===== src/rtl/deser_align.sv =====
// Comma-aligned serial-to-parallel deserializer.
// Shifts in one bit per clock (MSB first), finds the word boundary from a comma
// symbol, qualifies lock on repeated aligned commas and drops lock on repeated
// misaligned ones. Each emitted word carries the K/D flag sampled with its last bit.
module deser_align #(
    parameter int unsigned      WIDTH      = 8,
    parameter logic [WIDTH-1:0] COMMA      = 8'hBC,
    parameter int unsigned      LOCK_COUNT = 3,
    parameter int unsigned      ERR_MAX    = 2
) (
    input  logic             clk,
    input  logic             reset,
    input  logic             data_in,
    input  logic             k_in,
    output logic [WIDTH-1:0] data_out,
    output logic             out_dk,
    output logic             valid_out,
    output logic             locked,
    output logic [1:0]       state
);

    localparam int unsigned CntW = $clog2(WIDTH);
    localparam int unsigned ComW = $clog2(LOCK_COUNT + 1);
    localparam int unsigned ErrW = $clog2(ERR_MAX + 1);

    localparam logic [CntW-1:0] LastBit = CntW'(WIDTH - 1);
    localparam logic [ComW-1:0] ComMax  = ComW'(LOCK_COUNT);
    localparam logic [ErrW-1:0] ErrLim  = ErrW'(ERR_MAX);

    typedef enum logic [1:0] {
        StHunt  = 2'd0,
        StCheck = 2'd1,
        StSync  = 2'd2
    } state_e;

    state_e           state_q, state_d;
    // Only WIDTH-1 history bits are stored; the incoming bit completes the window.
    logic [WIDTH-2:0] sr_q;
    logic [WIDTH-1:0] sr_d;
    logic [CntW-1:0]  bit_cnt_q, bit_cnt_d;
    logic [ComW-1:0]  com_cnt_q, com_cnt_d, com_inc;
    logic [ErrW-1:0]  err_cnt_q, err_cnt_d, err_inc;
    logic [WIDTH-1:0] data_q;
    logic             dk_q;
    logic             valid_q;
    logic             match;
    logic             boundary;
    logic             emit;

    assign sr_d     = {sr_q, data_in};
    assign match    = (sr_d == COMMA);
    assign boundary = (bit_cnt_q == LastBit);
    // Counters saturate at their thresholds.
    assign com_inc  = (com_cnt_q == ComMax) ? com_cnt_q : com_cnt_q + ComW'(1);
    assign err_inc  = (err_cnt_q == ErrLim) ? err_cnt_q : err_cnt_q + ErrW'(1);

    // Alignment FSM: next state, counters and word-emit decision.
    always_comb begin
        state_d   = state_q;
        bit_cnt_d = bit_cnt_q;
        com_cnt_d = com_cnt_q;
        err_cnt_d = err_cnt_q;
        emit      = 1'b0;
        unique case (state_q)
            StHunt: begin
                bit_cnt_d = '0;
                if (match) begin
                    emit      = 1'b1;
                    com_cnt_d = ComW'(1);
                    err_cnt_d = '0;
                    state_d   = (LOCK_COUNT == 1) ? StSync : StCheck;
                end
            end
            StCheck: begin
                bit_cnt_d = boundary ? '0 : bit_cnt_q + CntW'(1);
                if (boundary) begin
                    emit = 1'b1;
                    if (match) begin
                        com_cnt_d = com_inc;
                        if (com_inc == ComMax) begin
                            state_d = StSync;
                        end
                    end
                end else if (match) begin
                    // Misaligned comma: abandon this boundary, search afresh next edge.
                    state_d   = StHunt;
                    com_cnt_d = '0;
                    bit_cnt_d = '0;
                end
            end
            StSync: begin
                bit_cnt_d = boundary ? '0 : bit_cnt_q + CntW'(1);
                if (boundary) begin
                    emit = 1'b1;
                    if (match) begin
                        err_cnt_d = '0;
                    end
                end else if (match) begin
                    err_cnt_d = err_inc;
                    if (err_inc == ErrLim) begin
                        state_d   = StHunt;
                        bit_cnt_d = '0;
                        com_cnt_d = '0;
                        err_cnt_d = '0;
                    end
                end
            end
            default: begin
                state_d   = StHunt;
                bit_cnt_d = '0;
                com_cnt_d = '0;
                err_cnt_d = '0;
            end
        endcase
    end

    // State, shift register, counters and registered word outputs.
    always_ff @(posedge clk) begin
        if (reset) begin
            state_q   <= StHunt;
            sr_q      <= '0;
            bit_cnt_q <= '0;
            com_cnt_q <= '0;
            err_cnt_q <= '0;
            data_q    <= '0;
            dk_q      <= 1'b0;
            valid_q   <= 1'b0;
        end else begin
            state_q   <= state_d;
            sr_q      <= sr_d[WIDTH-2:0];
            bit_cnt_q <= bit_cnt_d;
            com_cnt_q <= com_cnt_d;
            err_cnt_q <= err_cnt_d;
            valid_q   <= emit;
            if (emit) begin
                data_q <= sr_d;
                dk_q   <= k_in;
            end
        end
    end

    assign data_out  = data_q;
    assign out_dk    = dk_q;
    assign valid_out = valid_q;
    assign locked    = (state_q == StSync);
    assign state     = state_q;

endmodule


===== config.mk =====
export PLATFORM = sky130hd
export DESIGN_NAME = deser_align
export DESIGN_NICKNAME = d
export VERILOG_FILES = /design/src/rtl/deser_align.sv
export SDC_FILE = /design/constraint.sdc
export NUM_CORES = 1
export LEC_CHECK = 0
export BUFFER_PORTS_ARGS = -buffer_cell sky130_fd_sc_hd__buf_2
export CORE_ASPECT_RATIO = 1.2
export CORE_MARGIN = 2
export CORE_UTILIZATION = 30
export CTS_CLUSTER_SIZE = 28
export DETAILED_ROUTE_END_ITERATION = 8
export GPL_ROUTABILITY_DRIVEN = 0
export PLACE_DENSITY = 0.44
export SYNTH_ARGS = -nofsm -noshare
export SYNTH_HDL_FRONTEND = slang
export SYNTH_SLANG_ARGS = --single-unit

===== constraint.sdc =====
create_clock -name clk -period 2.8 [get_ports clk]
set_clock_uncertainty 0.15 [all_clocks]
set_input_delay 0.28 -clock clk [delete_from_list [all_inputs] [get_ports clk]]
set_output_delay 0.28 -clock clk [all_outputs]
set_load 0.01 [all_outputs]

Word-level counts from Yosys, hierarchy flattened
Cells that the tools add are included.
Operators by class
  bitwise operators: 1
  reduce and logical (&&, ||, !) cells: 5
  add/subtract/negate cells: 3
  mux-type cells: 29
  eq/ne operators: 15
Operators with widths (number)
  2-to-1 mux 2 bit: 16
  2-to-1 mux 3 bit: 6
  case mux 2 bit (3 select lines): 3
  equality test 2 bit, second input constant: 5
  equality test 8 bit, second input constant: 1
  != test 2 bit, second input constant: 3
  case mux 3 bit (2 select lines): 1
  AND reduction 6 bit: 1
  AND reduction 5 bit: 1
  adder 2 x 1 -> 2 bit, second input constant: 2
  != test 2 x 1 -> 1 bit, second input constant: 2
  adder 3 x 1 -> 3 bit, second input constant: 1
  equality test 3 bit, second input constant: 1
  != test 3 x 1 -> 1 bit, second input constant: 1
  != test 3 bit, second input constant: 1
  equality test 2 x 1 -> 1 bit, second input constant: 1
  logical NOT 2 bit: 1
  2-to-1 mux 1 bit: 2
  case mux 1 bit (2 select lines): 1
  AND reduction 2 bit: 1
  OR reduction 2 bit: 1
  NOT 1 bit: 1
Word-level totals
  input bits: 4
  register bits: 26
  output and inout port bits: 13

Longest topological paths before layout
Gate-level depths: netlist (run 1).
  depth after elaboration: 7
  gate-level depth with buffers: 7

Least setup slack after synthesis (run 1)
No wires, ideal clock.
  path type: register to register
  from: register state_q[0] (netlist: state[0])
  to: register state_q[1] (netlist: state[1])
  slack: 0.913 ns
  path buffers: 0
  stages on the path, launching flop included: 7
  period minus slack after synthesis: 1.887 ns
  library setup time: 0.071 ns
  data arrival time: 1.666 ns
  cell sequence: dfxtp_1 > inv_1 > ha_1 > or2_1 > a2bb2oi_1 > or4_1 > a21oi_1
Between the ends
  cells in the longest elaborated chain, start to end: 3
  elaborated cells between the ends (all ways): 11
  classes of those cells: eq/ne: 8; mux: 1; reduce/logical: 2
Ends and longest elaborated chain
  start, declared: line 36  | state_e state_q, state_d;
  start signal, assigned: line 120  | state_q <= StHunt;
  start signal, assigned: line 129  | state_q <= state_d;
  equality test 2 bit *
  named net locked: line 18  | output logic locked,
  != test 2 x 1 -> 1 bit (no source line) / != test 2 bit (equally long branches)
  AND reduction 6 bit (no source line)
The timed path passes the listed nets; every way through them passes the cells marked *.
A chain may end at the register's enable or synchronous reset.

Final worst setup path (run 1)
  from: register state_q[0] (netlist: state[0])
  to: register state_q[1] (netlist: state[1])
Between the ends
  cells in the longest elaborated chain, start to end: 3
  elaborated cells between the ends (all ways): 11
  classes of those cells: eq/ne: 8; mux: 1; reduce/logical: 2
Ends and longest elaborated chain
  equality test 2 x 1 -> 1 bit, or another cell as far along: line 64  | unique case (state_q)
  != test 3 bit (no source line), or another cell as far along
  AND reduction 6 bit (no source line)
Several ways; a longest one is shown, not always the timed one.

==> reports/metrics.yaml, run 1 <==
critical_path:
  path_cells: "inv_1 -> ha_1 -> or2_1 -> a2bb2oi_1 -> or4_1 -> a21oi_1"
  slowest_stage: "dfxtp_1"
  cp-start-kind: "flop"
  cp_max_fo: 6
  critPathCaptureType: "flop"
  crit_buf_inv: 1
  crit_arrival_ns: 2.02
  max_stage_delay_ns: 0.42
  r2r_slack_ns: 0.84
  crit_type: "flop to flop"
  required_ns: 2.86
  cpLargestDelayFamily: "simple AND/OR/NAND/NOR gates"
detailed_routing:
  drc_errors: 0
  antenna_left: 0
  drt-pass1-iter-count: 5
  wl_per_cell_um: 12.5
  drt-initial-drc-count: 9
  totalWireLength_mm: 2.31
  via_count: 858
  post_drt_via_cell_ratio: 4.64
clocking:
  post_cts_buffers: 0
  cts_buffer_depth: 2
  path_clk_slew_ns: 0.09
  clk-insertion-delay-late_ns: 0.27
  cts.sinks: 26
  cts_resized: 0
  cts_tree: "yes"
  htreeDepth: 1
  hold_buffers: 0
  cts_buffers: 3
  cts_root_buffer: "clkbuf_8"
power_and_ir_drop:
  power_density_nw_per_um2: 508
  switching_power_mw: 0.132
  vdd_drop_max_mv: 0.279
  switching_share_pct: 18.9
  p_leak_nw: 0.565
  power.internal_mw: 0.567
  p_seq_share_pct: 53.4
  combPwrFrac_pct: 1.7
  pwr-share-clk_pct: 44.9
floorplanning:
  die_y_um: 73.0
  die_area_um2: 4480
  die-width_um: 61.5
  rows: 25
  initial_utilization_pct: 30.6
  ioPinCount: 17
  fp.coreArea_um2: 3880
logic_synthesis:
  synth_seq_cells: 26
  ys_warn_count: 0
  yosysUniqueCellTypes: 32
  yosysSeqAreaShare_pct: 43.8
  synthFlopType: "dfxtp_1"
  syn_area_um2: 1190
  synth_fp_nets: 126
  async_reset_ff_share_pct: 0
  synth_edf_count: 0
  postSynthAreaPerCell_um2: 10.3
  syn_inst: 115
outcome:
  outcome: "completed"
placed_design:
  port_buffers: 16
  hpwl_mm: 1.69
  post_dp_cell_area_um2: 1310
  dpl.cell_count: 181
  dp_slack_ns: 0.819
timing:
  hold_viol: 0
  finalCriticalPeriod_ns: 1.96
  fin_hold_ws_ns: 0.0999
  fin_tns_setup_ns: 0
  layout_setup_ws_ns: 0.840
  setup_viol: 0
  maxClockFrequency_mhz: 510
  final_max_slew_viol_count: 0
  timing.final.crit_share_pct: 70.0
  slew_headroom_pct: 68.5
  rsz0062_at_grt: "false"
  max_slew.worst_pin.slew_ns: 0.468
layout:
  diodes: 0
  nFillCells: 421
  seq_area_um2: 520
  final_cell_mix: "dfxtp_1 (26), buf_2 (16), nor2b_1 (14), a21oi_1 (8)"
  area_growth_syn_to_layout_pct: 15.9
  stdcell_count: 185
  nets: 143
  multi_input_area_um2: 616
  final_cell_area_um2: 1380
  layout_commonest_cell: "dfxtp_1"
  drive_above_1_share_pct: 22.9
grt:
  antenna_found_initial: 0
  gr-total-overflow: 0
  grt_first_pass_wirelength_mm: 4.00
  grt_usage_pct: 12.0
  grt_pass1_vias: 862
  grt_max_degree: 23
flow_run:
  drv_cap: 0
min_path:
  hold_path_class: "primary input to flop"
## power by group through the flow
stage / clock network (mW) / logic, mW / registers (mW)
final: 0.314 / 0.0118 / 0.373
after global routing: 0.334 / 0.0137 / 0.374
after CTS: 0.322 / 0.0123 / 0.373
after detailed placement: 0 / 0.0123 / 0.382
after global placement: 0 / 0.0122 / 0.382
after floorplan: 0 / 0.00766 / 0.381
## final timing paths
kind                                   start            to  cells past startpoint
worst max-delay path                state[0]      state[1]                      6
worst min-delay path                    k_in        out_dk                      3
worst max register to register      state[0]      state[1]                      6
worst min register to register  bit_cnt_q[0]  bit_cnt_q[0]                      1
## area by class of cell
class	count	share of cell area [%]
Clock buffer	3	3.00
Clock inverter	1	2.18
Inverter	6	1.63
Multi-Input combinational cell	79	44.7
Sequential cell	26	37.8
Tap cell	54	4.90
Timing Repair Buffer	16	5.81
## per-layer routing
layer  wire (um)  up-vias  share of wire (%)  GRT usage [%]
met4          23        0               0.99           4.96
li1            -      438                  -              -
met1        1100      409                 48           16.0
met3          70        2                3.0           2.66
met5           0        -                  0              0
met2        1120        9                 48           18.6
## synthesized netlist by cell type, types with 2 or more instances
cell      number  share of area, %
nand2b_1       3               1.6
nand4b_1       2               1.5
a211oi_1       2               1.3
o31ai_1        5               3.2
nor2_1         2              0.63
ha_1           7               7.4
nand2_1        7               2.2
or3_1          2               1.1
mux2_4         7               8.8
dfxtp_1       26                44
inv_1          6               1.9
clkbuf_1       2              0.63
nor3_1         2              0.84
nor2b_1       14               7.4
buf_6          2               1.9
a21oi_1        8               3.4
mux2i_1        2               1.7
and2_1         2               1.1
## through the flow
step / utilization [%] / power (mW)
2_1_floorplan: - / 0.389
3_3_place_gp: 33.7 / 0.394
3_5_place_dp: 33.7 / 0.394
4_1_cts: 35.5 / 0.708
5_1_grt: 35.5 / 0.722
6_report: 35.5 / 0.699
## cell families (layout without fill, tap and decap cells)
group                    count (synthesis)  after routing  share of synthesized area, %
AO/OA/AOI/OAI                           22             22                          12.3
adder cells (fa/ha/maj)                  7              7                          7.37
buffers and inverters                   10             26                          4.42
flip-flops                              26             26                          43.8
multiplexers                             9              9                          10.5
AND/OR/NAND/NOR                         41             41                          21.6
## state kept, by name (all words and copies together), names as in the netlist
name / cells
bit_cnt_q: 3
com_cnt_q: 2
data_out: 8
err_cnt_q: 2
out_dk: 1
sr_q: 7
state: 2
valid_out: 1
## tightest hold or removal path, delay by kind of cell
family	cells	cell delay (ns)
buf+inv	1	0.10
simple gates	1	0.04
mux	1	0.06
(Power assumes the default switching activity.)
==> inputs of run 2 (changes only) <==
Settings changed: PLACE_DENSITY 0.44 to 0.46.
Clock period 2.8 ns to 1.67 ns, I/O delays scaled along.
==> run 2 against run 1 <==
Net effect:
- the run now ends with setup timing left
- die area unchanged
- sequential share of layout area is 6.7 points lower
- wire length up 20%
- via count is 15% higher
- cell area rose by 24%
- cell count rose by 14%
==> reports/metrics.yaml, run 2 (synthesis gave the netlist of run 1 again) <==
floorplanning:
  ioPinCount: 17
  die-width_um: 61.5
  fp.coreArea_um2: 3880
  initial_utilization_pct: 30.6
  rows: 25
  die_area_um2: 4480
  die_y_um: 73.0
min_path:
  min_to: "sr_q[0]"
  whs_path_depth: 2
  hp-start: "data_in"
  hold_path_class: "primary input to flop"
critical_path:
  cp_max_fo: 4
  path_cells: "inv_4 -> ha_4 -> or2_1 -> a2bb2oi_1 -> or4_1 -> a21oi_1"
  r2r-end: "state[1]"
  max_stage_delay_ns: 0.40
  required_ns: 1.73
  critPathCaptureType: "flop"
  cpLargestDelayFamily: "simple AND/OR/NAND/NOR gates"
  slowest_stage: "dfxtp_4"
  r2r.worst_path.cells: 6
  crit_buf_inv: 1
  crit_arrival_ns: 1.77
  r2r_slack_ns: -0.04
  r2r_start: "state[1]"
  cp-start-kind: "flop"
  crit_type: "flop to flop"
timing:
  fin_tns_setup_ns: -0.0417
  rsz0062_at_grt: "true"
  max_slew.worst_pin.slew_ns: 0.355
  timing.final.crit_share_pct: 102
  finalCriticalPeriod_ns: 1.71
  final_max_slew_viol_count: 0
  maxClockFrequency_mhz: 585
  setup_viol: 2
  slew_headroom_pct: 76.2
  layout_setup_ws_ns: -0.0400
  hold_viol: 0
clocking:
  cts_root_buffer: "clkbuf_8"
  cts_buffers: 3
  clk-insertion-delay-late_ns: 0.27
  cts.sinks: 26
  htreeDepth: 1
  path_clk_slew_ns: 0.09
  cts_buffer_depth: 2
  cts_tree: "yes"
grt:
  antenna_found_initial: 0
  grt_usage_pct: 13.3
  grt_first_pass_wirelength_mm: 4.36
  met1_usage_pct: 14.2
  grt_pass1_vias: 986
  busiest_layer: "met2"
  use_met3_pct: 2.30
  grt_max_degree: 16
  gr-usage-met2_pct: 24.8
  gr-total-overflow: 0
power_and_ir_drop:
  switching_share_pct: 20.2
  power.internal_mw: 0.892
  power_density_nw_per_um2: 654
  pwr-share-clk_pct: 41.9
  p_leak_nw: 0.704
  p_seq_share_pct: 55.6
  vdd_drop_max_mv: 0.458
  combPwrFrac_pct: 2.5
  switching_power_mw: 0.226
detailed_routing:
  drt-pass1-iter-count: 4
  via_count: 983
  wl_per_cell_um: 13.2
  antenna_left: 0
  post_drt_via_cell_ratio: 4.66
  totalWireLength_mm: 2.78
  drc_errors: 0
  drt-initial-drc-count: 16
placed_design:
  port_buffers: 16
  post_dp_cell_area_um2: 1500
  dpl.cell_count: 202
  hpwl_mm: 2.02
outcome:
  outcome: "finished, violations left"
  violations: "setup timing"
layout:
  nets: 169
  final_util_pct: 44.1
  final_cell_area_um2: 1710
  area_growth_syn_to_layout_pct: 43.8
  drive_above_1_share_pct: 47.1
  diodes: 0
  final_cell_mix: "buf_4 (24), dfxtp_1 (22), buf_2 (16), nor2b_1 (14), mux2_4 (7)"
  largest_reg_flops: 8
  layout_commonest_cell: "buf_4"
  stdcell_count: 211
flow_run:
  drv_cap: 0
## run 2: worst max path at each step
stage,startpoint,to,slack (ns),depth (start not counted)
2_1_floorplan,state[0],state[1],-0.05,6
3_3_place_gp,state[1],state[1],-0.11,6
6_report,state[1],state[1],-0.04,6
4_1_cts,state[1],state[1],-0.06,6
3_5_place_dp,bit_cnt_q[0],com_cnt_q[1],-0.12,6
5_1_grt,err_cnt_q[0],state[1],-0.1,5
## run 2: metal layers
layer | up-vias | share of wire [%]
li1 | 489 | -
met1 | 463 | 41
met2 | 22 | 54
met3 | 9 | 2.8
met4 | 0 | 2.2
met5 | - | 0
## run 2: power by group through the flow
| stage | clock network [mW] | registers, mW | logic (mW) |
|---|---|---|---|
| global placement | 0 | 0.637 | 0.0239 |
| global route | 0.510 | 0.623 | 0.0307 |
| finish | 0.469 | 0.622 | 0.0276 |
| CTS | 0.482 | 0.622 | 0.0268 |
| floorplan | 0 | 0.636 | 0.0129 |
| detailed placement | 0 | 0.637 | 0.0246 |
## run 2: through the flow
stage,hold WS (ns),power (mW),setup WS [ns]
final,0.0325,1.12,-0.0400
after global routing,0.0342,1.16,-0.0994
after CTS,0.0297,1.13,-0.0588
after detailed placement,0.276,0.662,-0.122
after global placement,0.262,0.661,-0.106
after floorplan,0.0996,0.649,-0.0542
## run 2: what timing repair did
item	CTS	global route
setup endpoints to repair	17	16
buffers inserted	2	2
pin swaps	4	6
resized for setup	11	9
hold buffers	1	0
hold endpoints to repair	1	0
## run 2: layout make-up
type	instances	area, um2
fillers	414	2170
multi-input cells	79	727
flip-flops and latches	26	531
repair buffers	42	290
well taps	54	67.6
clock buffers	4	66.3
inverters	6	27.5
## run 2: worst reg2reg max path: cells and delay by family, from the launching register on
family,cells,cell delay [ns]
AOI/OAI and AO/OA,2,0.27
adders and majority gates,1,0.16
buffers and inverters,1,0.05
DFF,1,0.40
and+or+nand+nor,2,0.62
